<file path="config.mk">
export PLATFORM = sky130hd
export DESIGN_NAME = ama_riscv_fetch_flat
export DESIGN_NICKNAME = d
export VERILOG_FILES = /design/src/rtl/ama_riscv_fetch_pkg.sv /design/src/rtl/ama_riscv_fetch_if.sv /design/src/rtl/ama_riscv_fifo.sv /design/src/rtl/ama_riscv_fetch.sv /design/src/flat_wrapper.sv
export SDC_FILE = /design/constraint.sdc
export NUM_CORES = 1
export LEC_CHECK = 0
export ABC_CLOCK_PERIOD_IN_PS = 5700
export BUFFER_PORTS_ARGS = -buffer_cell sky130_fd_sc_hd__buf_4
export CORE_MARGIN = 1.5
export CORE_UTILIZATION = 30
export DETAILED_ROUTE_END_ITERATION = 7
export SLEW_MARGIN = 5
export SYNTH_ARGS = -nofsm -noshare
export SYNTH_HDL_FRONTEND = slang
export SYNTH_SLANG_ARGS = --single-unit
</file>
<file path="constraint.sdc">
create_clock -name clk -period 5.7 [get_ports clk]
set_input_delay 1.14 -clock clk [delete_from_list [all_inputs] [get_ports clk]]
set_output_delay 1.14 -clock clk [all_outputs]
set_load 0.05 [all_outputs]
</file>
<file path="src/rtl/ama_riscv_fetch_pkg.sv">
// Shared defines for the fetch slice.
// Holds the core bus widths, the speculation status struct, the fetch FSM
// state encoding and the instruction-queue entry layout.
package ama_riscv_fetch_pkg;

  localparam int CORE_BYTE_ADDR_BUS = 32;
  localparam int CORE_WORD_ADDR_BUS = 30;

  // Speculation status from the back end; wrong is the flush strobe
  typedef struct packed {
    logic wrong;
  } spec_exec_t;

  // Fetch FSM states, kept as plain constants for legacy tools
  typedef logic [1:0] fe_state_t;
  localparam fe_state_t FE_RESET = 2'd0;
  localparam fe_state_t FE_RUN   = 2'd1;
  localparam fe_state_t FE_FLUSH = 2'd2;

  // One instruction-queue slot: byte PC plus the fetched word
  typedef struct packed {
    logic [31:0] pc;
    logic [31:0] inst;
  } iq_entry_t;

endpackage

</file>
<file path="src/rtl/ama_riscv_fetch_if.sv">
// Ready/valid channel used for the icache request and response paths.
// Ports (per modport):
//   TX : drives valid/data, receives ready
//   RX : receives valid/data, drives ready
interface rv_if #(
  parameter int W = 32
);
  logic         valid;
  logic         ready;
  logic [W-1:0] data;

  modport TX (output valid, output data, input ready);
  modport RX (input valid, input data, output ready);
endinterface

</file>
<file path="src/rtl/ama_riscv_fifo.sv">
// Small synchronous FIFO with a flush input, used for both the
// instruction queue and the in-flight PC FIFO.
// Ports:
//   clk, rst    : clock and synchronous active-high reset
//   flush       : empties the FIFO this cycle (wins over push/pop)
//   push, din   : write into the tail
//   pop, dout   : read the head (dout is the current head, no latency)
//   count       : current number of valid entries
// A push is accepted on a full FIFO when a pop happens in the same cycle.
module ama_riscv_fifo #(
  parameter  int DEPTH = 2,
  parameter  int WIDTH = 32,
  localparam int PW    = $clog2(DEPTH),
  localparam int CW    = $clog2(DEPTH + 1)
) (
  input  logic             clk,
  input  logic             rst,
  input  logic             flush,
  input  logic             push,
  input  logic [WIDTH-1:0] din,
  input  logic             pop,
  output logic [WIDTH-1:0] dout,
  output logic [CW-1:0]    count
);

  logic [WIDTH-1:0] mem_q [DEPTH];
  logic [WIDTH-1:0] mem_d [DEPTH];
  logic [PW-1:0]    wr_ptr_q, wr_ptr_d;
  logic [PW-1:0]    rd_ptr_q, rd_ptr_d;
  logic [CW-1:0]    cnt_q, cnt_d;
  logic             do_push, do_pop;

  always_comb begin
    do_pop   = pop && (cnt_q != '0);
    do_push  = push && ((cnt_q != CW'(DEPTH)) || do_pop);
    mem_d    = mem_q;
    wr_ptr_d = wr_ptr_q;
    rd_ptr_d = rd_ptr_q;
    cnt_d    = cnt_q;
    if (flush) begin
      wr_ptr_d = '0;
      rd_ptr_d = '0;
      cnt_d    = '0;
    end else begin
      // Pointers wrap naturally because DEPTH is a power of two
      if (do_push) begin
        mem_d[wr_ptr_q] = din;
        wr_ptr_d        = wr_ptr_q + PW'(1);
      end
      if (do_pop) begin
        rd_ptr_d = rd_ptr_q + PW'(1);
      end
      cnt_d = cnt_q + CW'(do_push) - CW'(do_pop);
    end
  end

  always_ff @(posedge clk) begin
    if (rst) begin
      wr_ptr_q <= '0;
      rd_ptr_q <= '0;
      cnt_q    <= '0;
    end else begin
      wr_ptr_q <= wr_ptr_d;
      rd_ptr_q <= rd_ptr_d;
      cnt_q    <= cnt_d;
    end
    mem_q <= mem_d;
  end

  assign dout  = mem_q[rd_ptr_q];
  assign count = cnt_q;

endmodule

</file>
<file path="src/rtl/ama_riscv_fetch.sv">
// Instruction fetch front end: issues word-address requests to the icache,
// queues returned instructions with their PCs and presents them to decode.
// Ports:
//   clk, rst        : clock and synchronous active-high reset
//   spec            : speculation status, spec.wrong flushes and redirects
//   redirect_pc     : new fetch byte address (low two bits ignored)
//   req_icache      : request channel, data = fetch word address
//   rsp_icache      : in-order instruction response channel
//   dec_valid/ready : decode handshake
//   dec_pc/dec_inst : PC and instruction at the head of the queue
module ama_riscv_fetch
  import ama_riscv_fetch_pkg::*;
#(
  parameter logic [31:0] RESET_VECTOR = 32'h0000_0000,
  parameter int          IQ_DEPTH     = 2
) (
  input  logic                          clk,
  input  logic                          rst,
  input  spec_exec_t                    spec,
  input  logic [CORE_BYTE_ADDR_BUS-1:0] redirect_pc,
  rv_if.TX                              req_icache,
  rv_if.RX                              rsp_icache,
  output logic                          dec_valid,
  input  logic                          dec_ready,
  output logic [CORE_BYTE_ADDR_BUS-1:0] dec_pc,
  output logic [31:0]                   dec_inst
);

  localparam int CW  = $clog2(IQ_DEPTH + 1);
  localparam int CW1 = CW + 1;

  fe_state_t   state_q, state_d;
  logic [31:0] fetch_pc_q, fetch_pc_d;
  logic [CW-1:0] outstanding_q, outstanding_d;
  logic [CW-1:0] drop_cnt_q, drop_cnt_d;

  logic        running, flush_now, issue, req_fire;
  logic        rsp_fire, rsp_take, iq_push, dec_fire;
  logic [CW-1:0] iq_cnt, pc_cnt;
  logic [31:0] pc_head;
  iq_entry_t   iq_din, iq_dout;

  always_comb begin
    running   = !rst && (state_q != FE_RESET);
    flush_now = running && spec.wrong;
    // Issue only when every in-flight request is guaranteed a queue slot
    issue     = running && (state_q == FE_RUN) && !spec.wrong &&
                (({1'b0, outstanding_q} + {1'b0, iq_cnt}) < CW1'(IQ_DEPTH)) &&
                (pc_cnt != CW'(IQ_DEPTH));
    req_fire  = issue && req_icache.ready;
    rsp_fire  = rsp_icache.valid && rsp_icache.ready;
    // A response with nothing outstanding belongs to a request abandoned
    // by reset and is swallowed without touching any counter
    rsp_take  = rsp_fire && (outstanding_q != '0);
    iq_push   = rsp_take && (state_q == FE_RUN) && !spec.wrong;
    dec_fire  = dec_valid && dec_ready;
    iq_din    = '{pc: pc_head, inst: rsp_icache.data};
  end

  always_comb begin
    state_d       = state_q;
    drop_cnt_d    = drop_cnt_q;
    fetch_pc_d    = fetch_pc_q;
    outstanding_d = outstanding_q + CW'(req_fire) - CW'(rsp_take);
    case (state_q)
      FE_RESET: state_d = FE_RUN;
      FE_RUN: begin
        // Everything still in flight becomes stale; skip FLUSH if none is
        if (spec.wrong) begin
          drop_cnt_d = outstanding_q - CW'(rsp_take);
          if (drop_cnt_d != '0) state_d = FE_FLUSH;
        end
      end
      FE_FLUSH: begin
        drop_cnt_d = drop_cnt_q - CW'(rsp_take);
        if (drop_cnt_d == '0) state_d = FE_RUN;
      end
      default: state_d = FE_RESET;
    endcase
    if (flush_now) begin
      fetch_pc_d = redirect_pc & ~32'h3;
    end else if (req_fire) begin
      fetch_pc_d = fetch_pc_q + 32'd4;
    end
  end

  always_ff @(posedge clk) begin
    if (rst) begin
      state_q       <= FE_RESET;
      fetch_pc_q    <= RESET_VECTOR & ~32'h3;
      outstanding_q <= '0;
      drop_cnt_q    <= '0;
    end else begin
      state_q       <= state_d;
      fetch_pc_q    <= fetch_pc_d;
      outstanding_q <= outstanding_d;
      drop_cnt_q    <= drop_cnt_d;
    end
  end

  assign req_icache.valid = issue;
  assign req_icache.data  = issue ? fetch_pc_q[31:2] : '0;
  assign rsp_icache.ready = running;
  assign dec_valid        = running && !spec.wrong && (iq_cnt != '0);
  assign dec_pc           = iq_dout.pc;
  assign dec_inst         = iq_dout.inst;

  ama_riscv_fifo #(
    .DEPTH (IQ_DEPTH),
    .WIDTH ($bits(iq_entry_t))
  ) u_iq (
    .clk   (clk),
    .rst   (rst),
    .flush (flush_now),
    .push  (iq_push),
    .din   (iq_din),
    .pop   (dec_fire),
    .dout  (iq_dout),
    .count (iq_cnt)
  );

  // PCs of requests in flight, matched to responses in order
  ama_riscv_fifo #(
    .DEPTH (IQ_DEPTH),
    .WIDTH (32)
  ) u_pc_fifo (
    .clk   (clk),
    .rst   (rst),
    .flush (flush_now),
    .push  (req_fire),
    .din   (fetch_pc_q),
    .pop   (rsp_take),
    .dout  (pc_head),
    .count (pc_cnt)
  );

endmodule

</file>
<file path="src/flat_wrapper.sv">
// flat-port wrapper written by rule: the top's interface ports become plain ports
module ama_riscv_fetch_flat import ama_riscv_fetch_pkg::*;
#(
  parameter logic [31:0] RESET_VECTOR = 32'h0000_0000,
  parameter int          IQ_DEPTH     = 2
)
  (clk, rst, spec, redirect_pc, dec_valid, dec_ready, dec_pc, dec_inst, req_icache_valid, req_icache_data, req_icache_ready, rsp_icache_valid, rsp_icache_data, rsp_icache_ready);
  rv_if #(.W(CORE_WORD_ADDR_BUS)) req_icache_i ();
  rv_if #(.W(32)) rsp_icache_i ();
  input  logic clk;
  input  logic rst;
  input  spec_exec_t spec;
  input  logic [CORE_BYTE_ADDR_BUS-1:0] redirect_pc;
  output logic dec_valid;
  input  logic dec_ready;
  output logic [CORE_BYTE_ADDR_BUS-1:0] dec_pc;
  output logic [31:0] dec_inst;
  output wire logic [$bits(req_icache_i.valid)-1:0] req_icache_valid;
  output wire logic [$bits(req_icache_i.data)-1:0] req_icache_data;
  input wire logic [$bits(req_icache_i.ready)-1:0] req_icache_ready;
  input wire logic [$bits(rsp_icache_i.valid)-1:0] rsp_icache_valid;
  input wire logic [$bits(rsp_icache_i.data)-1:0] rsp_icache_data;
  output wire logic [$bits(rsp_icache_i.ready)-1:0] rsp_icache_ready;
  assign req_icache_valid = req_icache_i.valid;
  assign req_icache_data = req_icache_i.data;
  assign req_icache_i.ready = req_icache_ready;
  assign rsp_icache_i.valid = rsp_icache_valid;
  assign rsp_icache_i.data = rsp_icache_data;
  assign rsp_icache_ready = rsp_icache_i.ready;
  ama_riscv_fetch #(.RESET_VECTOR(RESET_VECTOR), .IQ_DEPTH(IQ_DEPTH)) u_core (.clk(clk), .rst(rst), .spec(spec), .redirect_pc(redirect_pc), .req_icache(req_icache_i), .rsp_icache(rsp_icache_i), .dec_valid(dec_valid), .dec_ready(dec_ready), .dec_pc(dec_pc), .dec_inst(dec_inst));
endmodule
</file>
==> impl_metrics.json, run 1 <==
{
  "drive_above_1_share": 0.377,
  "timing.critical_path.required_ns": 4.56,
  "hold_buffers": 0,
  "syn_area_um2": 9520,
  "fp.dieArea_um2": 32800,
  "ys_seq_elements": 228,
  "max-slew-margin-rel": 0.262,
  "synth_compound_gate_area_share": 0.0623,
  "status": "completed",
  "avgSynthCellArea_um2": 14.6,
  "nets": 896,
  "yosysWarningCount": 0,
  "area_growth_pct": 26.4,
  "slew_violations": 0,
  "dpl.hpwl_mm": 14.3,
  "dpl_cell_area_um2": 11200,
  "start_util": 0.303,
  "grt_pass1_vias": 5867,
  "cts_sinks": 228,
  "power_density_nw_per_um2": 300,
  "antenna_cells": 0,
  "p_leak_nw": 4.19,
  "postCtsResizedCells": 0,
  "wl_per_cell_um": 18.3,
  "synth-simple-area-share": 0.105,
  "hp-class": "reg -> reg",
  "rows": 65,
  "grt_antenna_before_repair": 0,
  "grt_overflow": 0,
  "fin_skew_ns": 0.0157,
  "dr.pass1.iters": 7,
  "crit_arrival_ns": 2.72,
  "layout_commonest_cell": "edfxtp_1",
  "synthMuxAreaShare": 0.109,
  "finalHoldViolCount": 0,
  "synth_top_family_by_area": "multiplexers",
  "mostFrequentLayoutCells": "edfxtp_1 (184), buf_4 (171), mux2_2 (92), dfxtp_1 (43), and2_1 (32)",
  "num_io_pins": 167,
  "vias_per_cell": 4.80,
  "core_area_um2": 31400,
  "gp_congestion": 0.760,
  "yosysSeqAreaShare": 0.673,
  "synth_xor_area_frac": 0.0202,
  "finalSetupViolations": 0,
  "regArea_um2": 6410,
  "grt_util_all_layers": 0.136,
  "end_kind": "output pin",
  "clk_pin_slew_worst_paths_ns": 0.06,
  "drc": 0,
  "insertion_delay_ns": 0.52,
  "crit_path_max_fanout": 27,
  "die_w_um": 181,
  "synth-edff-count": 184,
  "cts_tree": "built",
  "worst_pin_slew_ns": 1.11,
  "synth_top_flop_cell": "edfxtp_1",
  "multiInputGateArea_um2": 2940,
  "cts.path.max_buffers": 3,
  "max_cap_violations": 0,
  "max_freq_ghz": 0.259,
  "synth_cells": 654,
  "num_vias": 5954,
  "numCtsBuffers": 27,
  "numPortBuffers": 162,
  "period_share": 0.677,
  "cts_setup_buffers": 0,
  "setup_tns_ns": 0,
  "stdcell_area_um2": 12000,
  "finalCriticalPeriod_ns": 3.86,
  "h-tree-depth": 1,
  "num-fill-cells": 3012,
  "grt_max_degree": 64,
  "synth_adder_area_share": 0.00999,
  "root_buffer": "clkbuf_16",
  "critical_path_class": "reg -> out",
  "grt_pass1_wl_mm": 34.6,
  "ant_nets": 0,
  "routed_wl_mm": 22.7,
  "critPathLaunchType": "flop",
  "grt_setup_unrepaired": "false",
  "synthArstFlopShare": 0,
  "ir_drop_uv": 173,
  "initialDrtViolationCount": 289,
  "die_height_um": 181,
  "synthDistinctLibCells": 67
}
[cells by family after synthesis]
| logic type | count (synthesis) |
|---|---|
| buf+inv | 46 |
| compound gates | 85 |
| flops | 228 |
| xor+xnor | 22 |
| fa+ha+maj | 7 |
| other cells | 1 |
| simple gates | 173 |
| mux | 92 |
[cell usage after synthesis, drive strengths merged, types with 2 or more instances]
| cell | n | share of area |
|---|---|---|
| o21ba | 3 | 0.0032 |
| o32ai | 5 | 0.0046 |
| a21oi | 24 | 0.013 |
| o311ai | 3 | 0.0036 |
| nor3b | 3 | 0.0029 |
| nor4b | 2 | 0.0025 |
| xnor2 | 16 | 0.015 |
| dfxtp | 44 | 0.093 |
| or3 | 3 | 0.0020 |
| ha | 6 | 0.0079 |
| o21a | 4 | 0.0032 |
| nand2 | 31 | 0.012 |
| xor2 | 6 | 0.0055 |
| and2 | 32 | 0.021 |
| a211oi | 4 | 0.0037 |
| o21ai | 12 | 0.0063 |
| nor3 | 21 | 0.013 |
| nor4 | 9 | 0.0059 |
| a22oi | 5 | 0.0039 |
| or2 | 2 | 0.0013 |
| buf | 15 | 0.0079 |
| nand4 | 10 | 0.0081 |
| nor2b | 2 | 0.0013 |
| nand2b | 4 | 0.0026 |
| a32oi | 2 | 0.0018 |
| o31a | 3 | 0.0028 |
| mux2 | 92 | 0.11 |
| a311oi | 2 | 0.0018 |
| nand3 | 15 | 0.0092 |
| a31oi | 9 | 0.0059 |
| edfxtp | 184 | 0.58 |
| o41a | 3 | 0.0035 |
| nor2 | 26 | 0.010 |
| clkbuf | 21 | 0.0083 |
| and4 | 4 | 0.0037 |
| inv | 10 | 0.0039 |
[power by group]
part | switching [W] | internal, W
Combinational | 0.0000712 | 0.0000566
Sequential | 0.0000247 | 0.00180
Clock | 0.000635 | 0.00102
[path summary, 6_finish.rpt]
path                            cells past startpoint  slack (ns)                     from                    endpoint
worst max-delay path                                8        1.84  u_core.outstanding_q[0]         req_icache_data[22]
worst min register to register                      2        0.53     u_core.drop_cnt_q[1]        u_core.drop_cnt_q[1]
worst min-delay path                                2        0.53     u_core.drop_cnt_q[1]        u_core.drop_cnt_q[1]
worst max register to register                      7        1.96  u_core.outstanding_q[0]  u_core.u_pc_fifo.mem_q[10]
[state kept, by name, indices dropped and copies added, names as in the netlist]
| signal | flops |
|---|---|
| u_core.u_pc_fifo.rd_ptr_q | 1 |
| u_core.outstanding_q | 2 |
| u_core.state_q | 2 |
| u_core.u_iq.wr_ptr_q | 1 |
| u_core.u_iq.count | 2 |
| u_core.u_pc_fifo.wr_ptr_q | 1 |
| u_core.drop_cnt_q | 2 |
| u_core.u_iq.mem_q | 124 |
| u_core.u_pc_fifo.mem_q | 60 |
| u_core.u_iq.rd_ptr_q | 1 |
| u_core.fetch_pc_q | 30 |
| u_core.u_pc_fifo.count | 2 |
[area by class of cell]
cell class | count | share of cell area
Sequential cell | 228 | 0.533
Multi-Input combinational cell | 381 | 0.245
Timing Repair Buffer | 171 | 0.107
Clock buffer | 39 | 0.0608
Tap cell | 402 | 0.0418
Clock inverter | 10 | 0.00999
Inverter | 10 | 0.00312
[critical path, stage by stage (launching register included)]
cell	delay [ns]
dfxtp_1	0.41
and2_1	0.17
fa_1	0.45
nor3_1	0.18
nand2_1	0.14
nor2_1	0.11
buf_4	0.32
and2_1	0.21
buf_4	0.20
[routing by layer]
layer | share of wire | up-vias | GRT usage
met5 | 0 | - | 0
met4 | 0.013 | 0 | 0.0273
met2 | 0.47 | 182 | 0.224
met1 | 0.46 | 2913 | 0.188
li1 | - | 2828 | -
met3 | 0.055 | 31 | 0.0240
[per-stage QoR]
stage                     hold slack, ns  total power (W)   util  setup WS (ns)  std cells
after detailed placement           0.519          0.00199  0.356           1.40       1192
final                              0.528          0.00361  0.383           1.84       1241
after CTS                          0.530          0.00367  0.383           1.78       1241
after global routing               0.545          0.00375  0.383           1.56       1241
after floorplan                    0.420          0.00192      -          0.563        655
after global placement             0.513          0.00199  0.356           1.46       1192
No activity file was read; power rests on OpenSTA's default activity.
==> inputs of run 2 (changes only) <==
- ABC_AREA: unset -> 1
- ABC_CLOCK_PERIOD_IN_PS: 5700 -> 3600
- clock period: 5.7 -> 3.6 ns (I/O delays scaled with it)
==> run 2 against run 1 <==
  * Global-route usage up 0.10 points
  * Worst setup slack lost 1.5 ns
  * Sequential power is 61% higher
  * Power up 61%
  * Clock power up 50%
  * Critical endpoint is now req_icache_data[18]
  * Wire length grew 4.0%
  * Non-clock buffer count grew 1
  * Clock skew rose by 0.0040 ns
  * Hold slack lost 0.15 ns
  * Largest power group unchanged
==> impl_metrics.json, run 2 <==
{
  "synthDistinctLibCells": 37,
  "grt_pass1_wl_mm": 36.4,
  "ir_drop_uv": 306,
  "num-fill-cells": 3265,
  "cp_common_cell": "nor2_1",
  "routed_wl_mm": 23.6,
  "seqPwrFrac": 0.507,
  "cts_sinks": 228,
  "r2r_setup_slack_ns": 1.22,
  "holdPathEnd": "u_core.u_iq.mem_q[7]",
  "critical_path_class": "reg -> out",
  "combinationalPowerShare": 0.065,
  "drive_above_1_share": 0.218,
  "p_switching_w": 0.00133,
  "yosysWarningCount": 0,
  "fin_skew_ns": 0.0198,
  "critPathLaunchType": "flop",
  "root_buffer": "clkbuf_16",
  "max_freq_ghz": 0.303,
  "yosysTopAreaCellShare": 0.555,
  "ys_top_cells_by_area": "edfxtp_1 (56%), nand2_1 (16%), dfxtp_1 (8.8%)",
  "initialDrtViolationCount": 426,
  "yosysSeqAreaShare": 0.644,
  "numCtsBuffers": 25,
  "finalCriticalPeriod_ns": 3.30,
  "reg2reg_to": "u_core.u_pc_fifo.count[1]",
  "setup_tns_ns": 0,
  "hold_depth": 1,
  "cts_setup_buffers": 0,
  "mostFrequentLayoutCells": "nand2_1 (420), edfxtp_1 (184), buf_4 (170), nor2_1 (94), inv_1 (77)",
  "crit_path_max_fanout": 26,
  "timing.critical_path.required_ns": 2.88,
  "worst_pin_slew_ns": 1.02,
  "dpl.hpwl_mm": 16.1,
  "clkPwrFrac": 0.429,
  "crit_arrival_ns": 2.58,
  "synthArstFlopShare": 0,
  "cts.path.max_buffers": 3,
  "numPortBuffers": 162,
  "postCtsResizedCells": 0,
  "wl_per_cell_um": 14.4,
  "max-slew-margin-rel": 0.320,
  "start_util": 0.305,
  "synth_most_common_cell": "nand2_1",
  "gp_congestion": 0.883,
  "finalSetupViolations": 0,
  "synth_top_area_cell": "edfxtp_1",
  "hold_buffers": 0,
  "synth-edff-count": 184,
  "path_cells": "nand2_1, inv_1, fa_1, nor2_1, o21ai_2, nor2_1, nand2_1, buf_4, nor2_1, buf_4",
  "insertion_delay_ns": 0.53,
  "max_cap_violations": 0,
  "antenna_cells": 0,
  "syn_area_um2": 9950,
  "dr.pass1.iters": 4,
  "top_register": "u_core.u_iq.mem_q",
  "grt_pass1_vias": 6632,
  "grt_setup_unrepaired": "false",
  "status": "completed",
  "slew_violations": 0,
  "r2r_cells": 12,
  "synth_cells": 1020,
  "grt_overflow": 0,
  "utilization": 0.382,
  "finalPower_w": 0.00580,
  "avgSynthCellArea_um2": 9.76,
  "synth_top_flop_cell": "edfxtp_1",
  "grt_max_degree": 64,
  "grt_util_all_layers": 0.137,
  "vias_per_cell": 4.31,
  "num_io_pins": 167,
  "num_vias": 7093,
  "die_w_um": 185,
  "rows": 66,
  "period_share": 0.915,
  "grt_antenna_before_repair": 0,
  "top_regs": "u_core.u_iq.mem_q (124), u_core.u_pc_fifo.mem_q (60), u_core.fetch_pc_q (30)",
  "p_int_w": 0.00447,
  "power_density_nw_per_um2": 465,
  "largest_register_ffs": 124,
  "h-tree-depth": 1,
  "ant_nets": 0,
  "end_kind": "output pin",
  "crit_slowest_cell": "fa_1",
  "multiInputGateArea_um2": 3050,
  "nets": 1262,
  "cts_tree": "built",
  "fp.dieArea_um2": 34300,
  "p_leak_nw": 4.96,
  "drc": 0,
  "ys_seq_elements": 228,
  "layout_commonest_cell": "nand2_1",
  "area_growth_pct": 25.3,
  "clk_pin_slew_worst_paths_ns": 0.06,
  "switching_share": 0.229,
  "die_height_um": 185,
  "r2r-start": "u_core.outstanding_q[0]",
  "hp-class": "in -> reg",
  "synth_common_cells": "nand2_1 (420), edfxtp_1 (184), nor2_1 (98)",
  "finalHoldViolCount": 0,
  "worstHoldStart": "rsp_icache_data[7]",
  "core_area_um2": 32600,
  "cp_slowest_stage_delay_ns": 0.40,
  "regArea_um2": 6410
}
==> run 2: cell types whose count changed in the layout (fill, tap and decap cells not counted), sizes merged, moves of 17 or more <==
cell,before,now
nand2,31,424
mux2,92,0
nor2,26,103
inv,10,84
and2,32,0
o21ai,12,32
nand3,15,32
==> run 2: worst max path at each step <==
stage / slack [ns] / start / endpoint
floorplan: 0.09 / rst / u_core.u_pc_fifo.mem_q[34]
global placement: 0.62 / rst / req_icache_data[22]
detailed placement: 0.55 / rst / req_icache_data[17]
CTS: 0.26 / u_core.outstanding_q[0] / req_icache_data[17]
global route: 0.09 / u_core.u_iq.count[0] / req_icache_data[29]
finish: 0.30 / u_core.outstanding_q[0] / req_icache_data[18]
==> run 2: metal layers <==
metal,global-route usage,share of wire,up-vias
met5,0,0,-
met4,0.0361,0.018,0
met3,0.0203,0.050,31
met2,0.224,0.46,149
met1,0.189,0.47,3275
li1,-,-,3638
==> run 2: logic make-up after synthesis <==
| group | count (synthesis) | synth area share |
|---|---|---|
| flops | 228 | 0.644 |
| buf+inv | 119 | 0.0518 |
| fa+ha+maj | 7 | 0.00955 |
| compound gates | 71 | 0.0471 |
| xor+xnor | 12 | 0.0106 |
| other cells | 1 | 0.000377 |
| simple gates | 582 | 0.237 |
==> run 2: layout make-up <==
type                    count  area share
flip-flops and latches    228       0.514
repair buffers            172       0.106
well taps                 442      0.0444
multi-input cells         674       0.245
clock inverters            16      0.0123
clock buffers              30      0.0525
inverters                  84      0.0266
==> run 2: stage by stage <==
stage                     cell area (µm²)  instances  hold slack (ns)  worst slack, ns
after floorplan                      9970       1021            0.441           0.0920
after global placement              11700       1600            0.450            0.622
after detailed placement            11700       1600            0.453            0.552
after CTS                           12500       1646            0.352            0.264
after global routing                12500       1646            0.350           0.0853
final                               12500       1646            0.376            0.305
==> run 2: power groups by stage <==
stage	sequential [W]	clock [W]	combinational, W
6_report	0.00294	0.00248	0.000375
5_1_grt	0.00294	0.00266	0.000419
4_1_cts	0.00294	0.00255	0.000379
3_5_place_dp	0.00299	0	0.000377
3_3_place_gp	0.00299	0	0.000372
2_1_floorplan	0.00297	0	0.000256
==> run 2: worst max-delay path: cells and delay by family (launching register included) <==
family,cells,cell delay [ns]
and+or+nand+nor,5,0.60
adders and majority gates,1,0.40
AOI/OAI and AO/OA,1,0.11
DFF,1,0.36
buffers and inverters,3,0.55
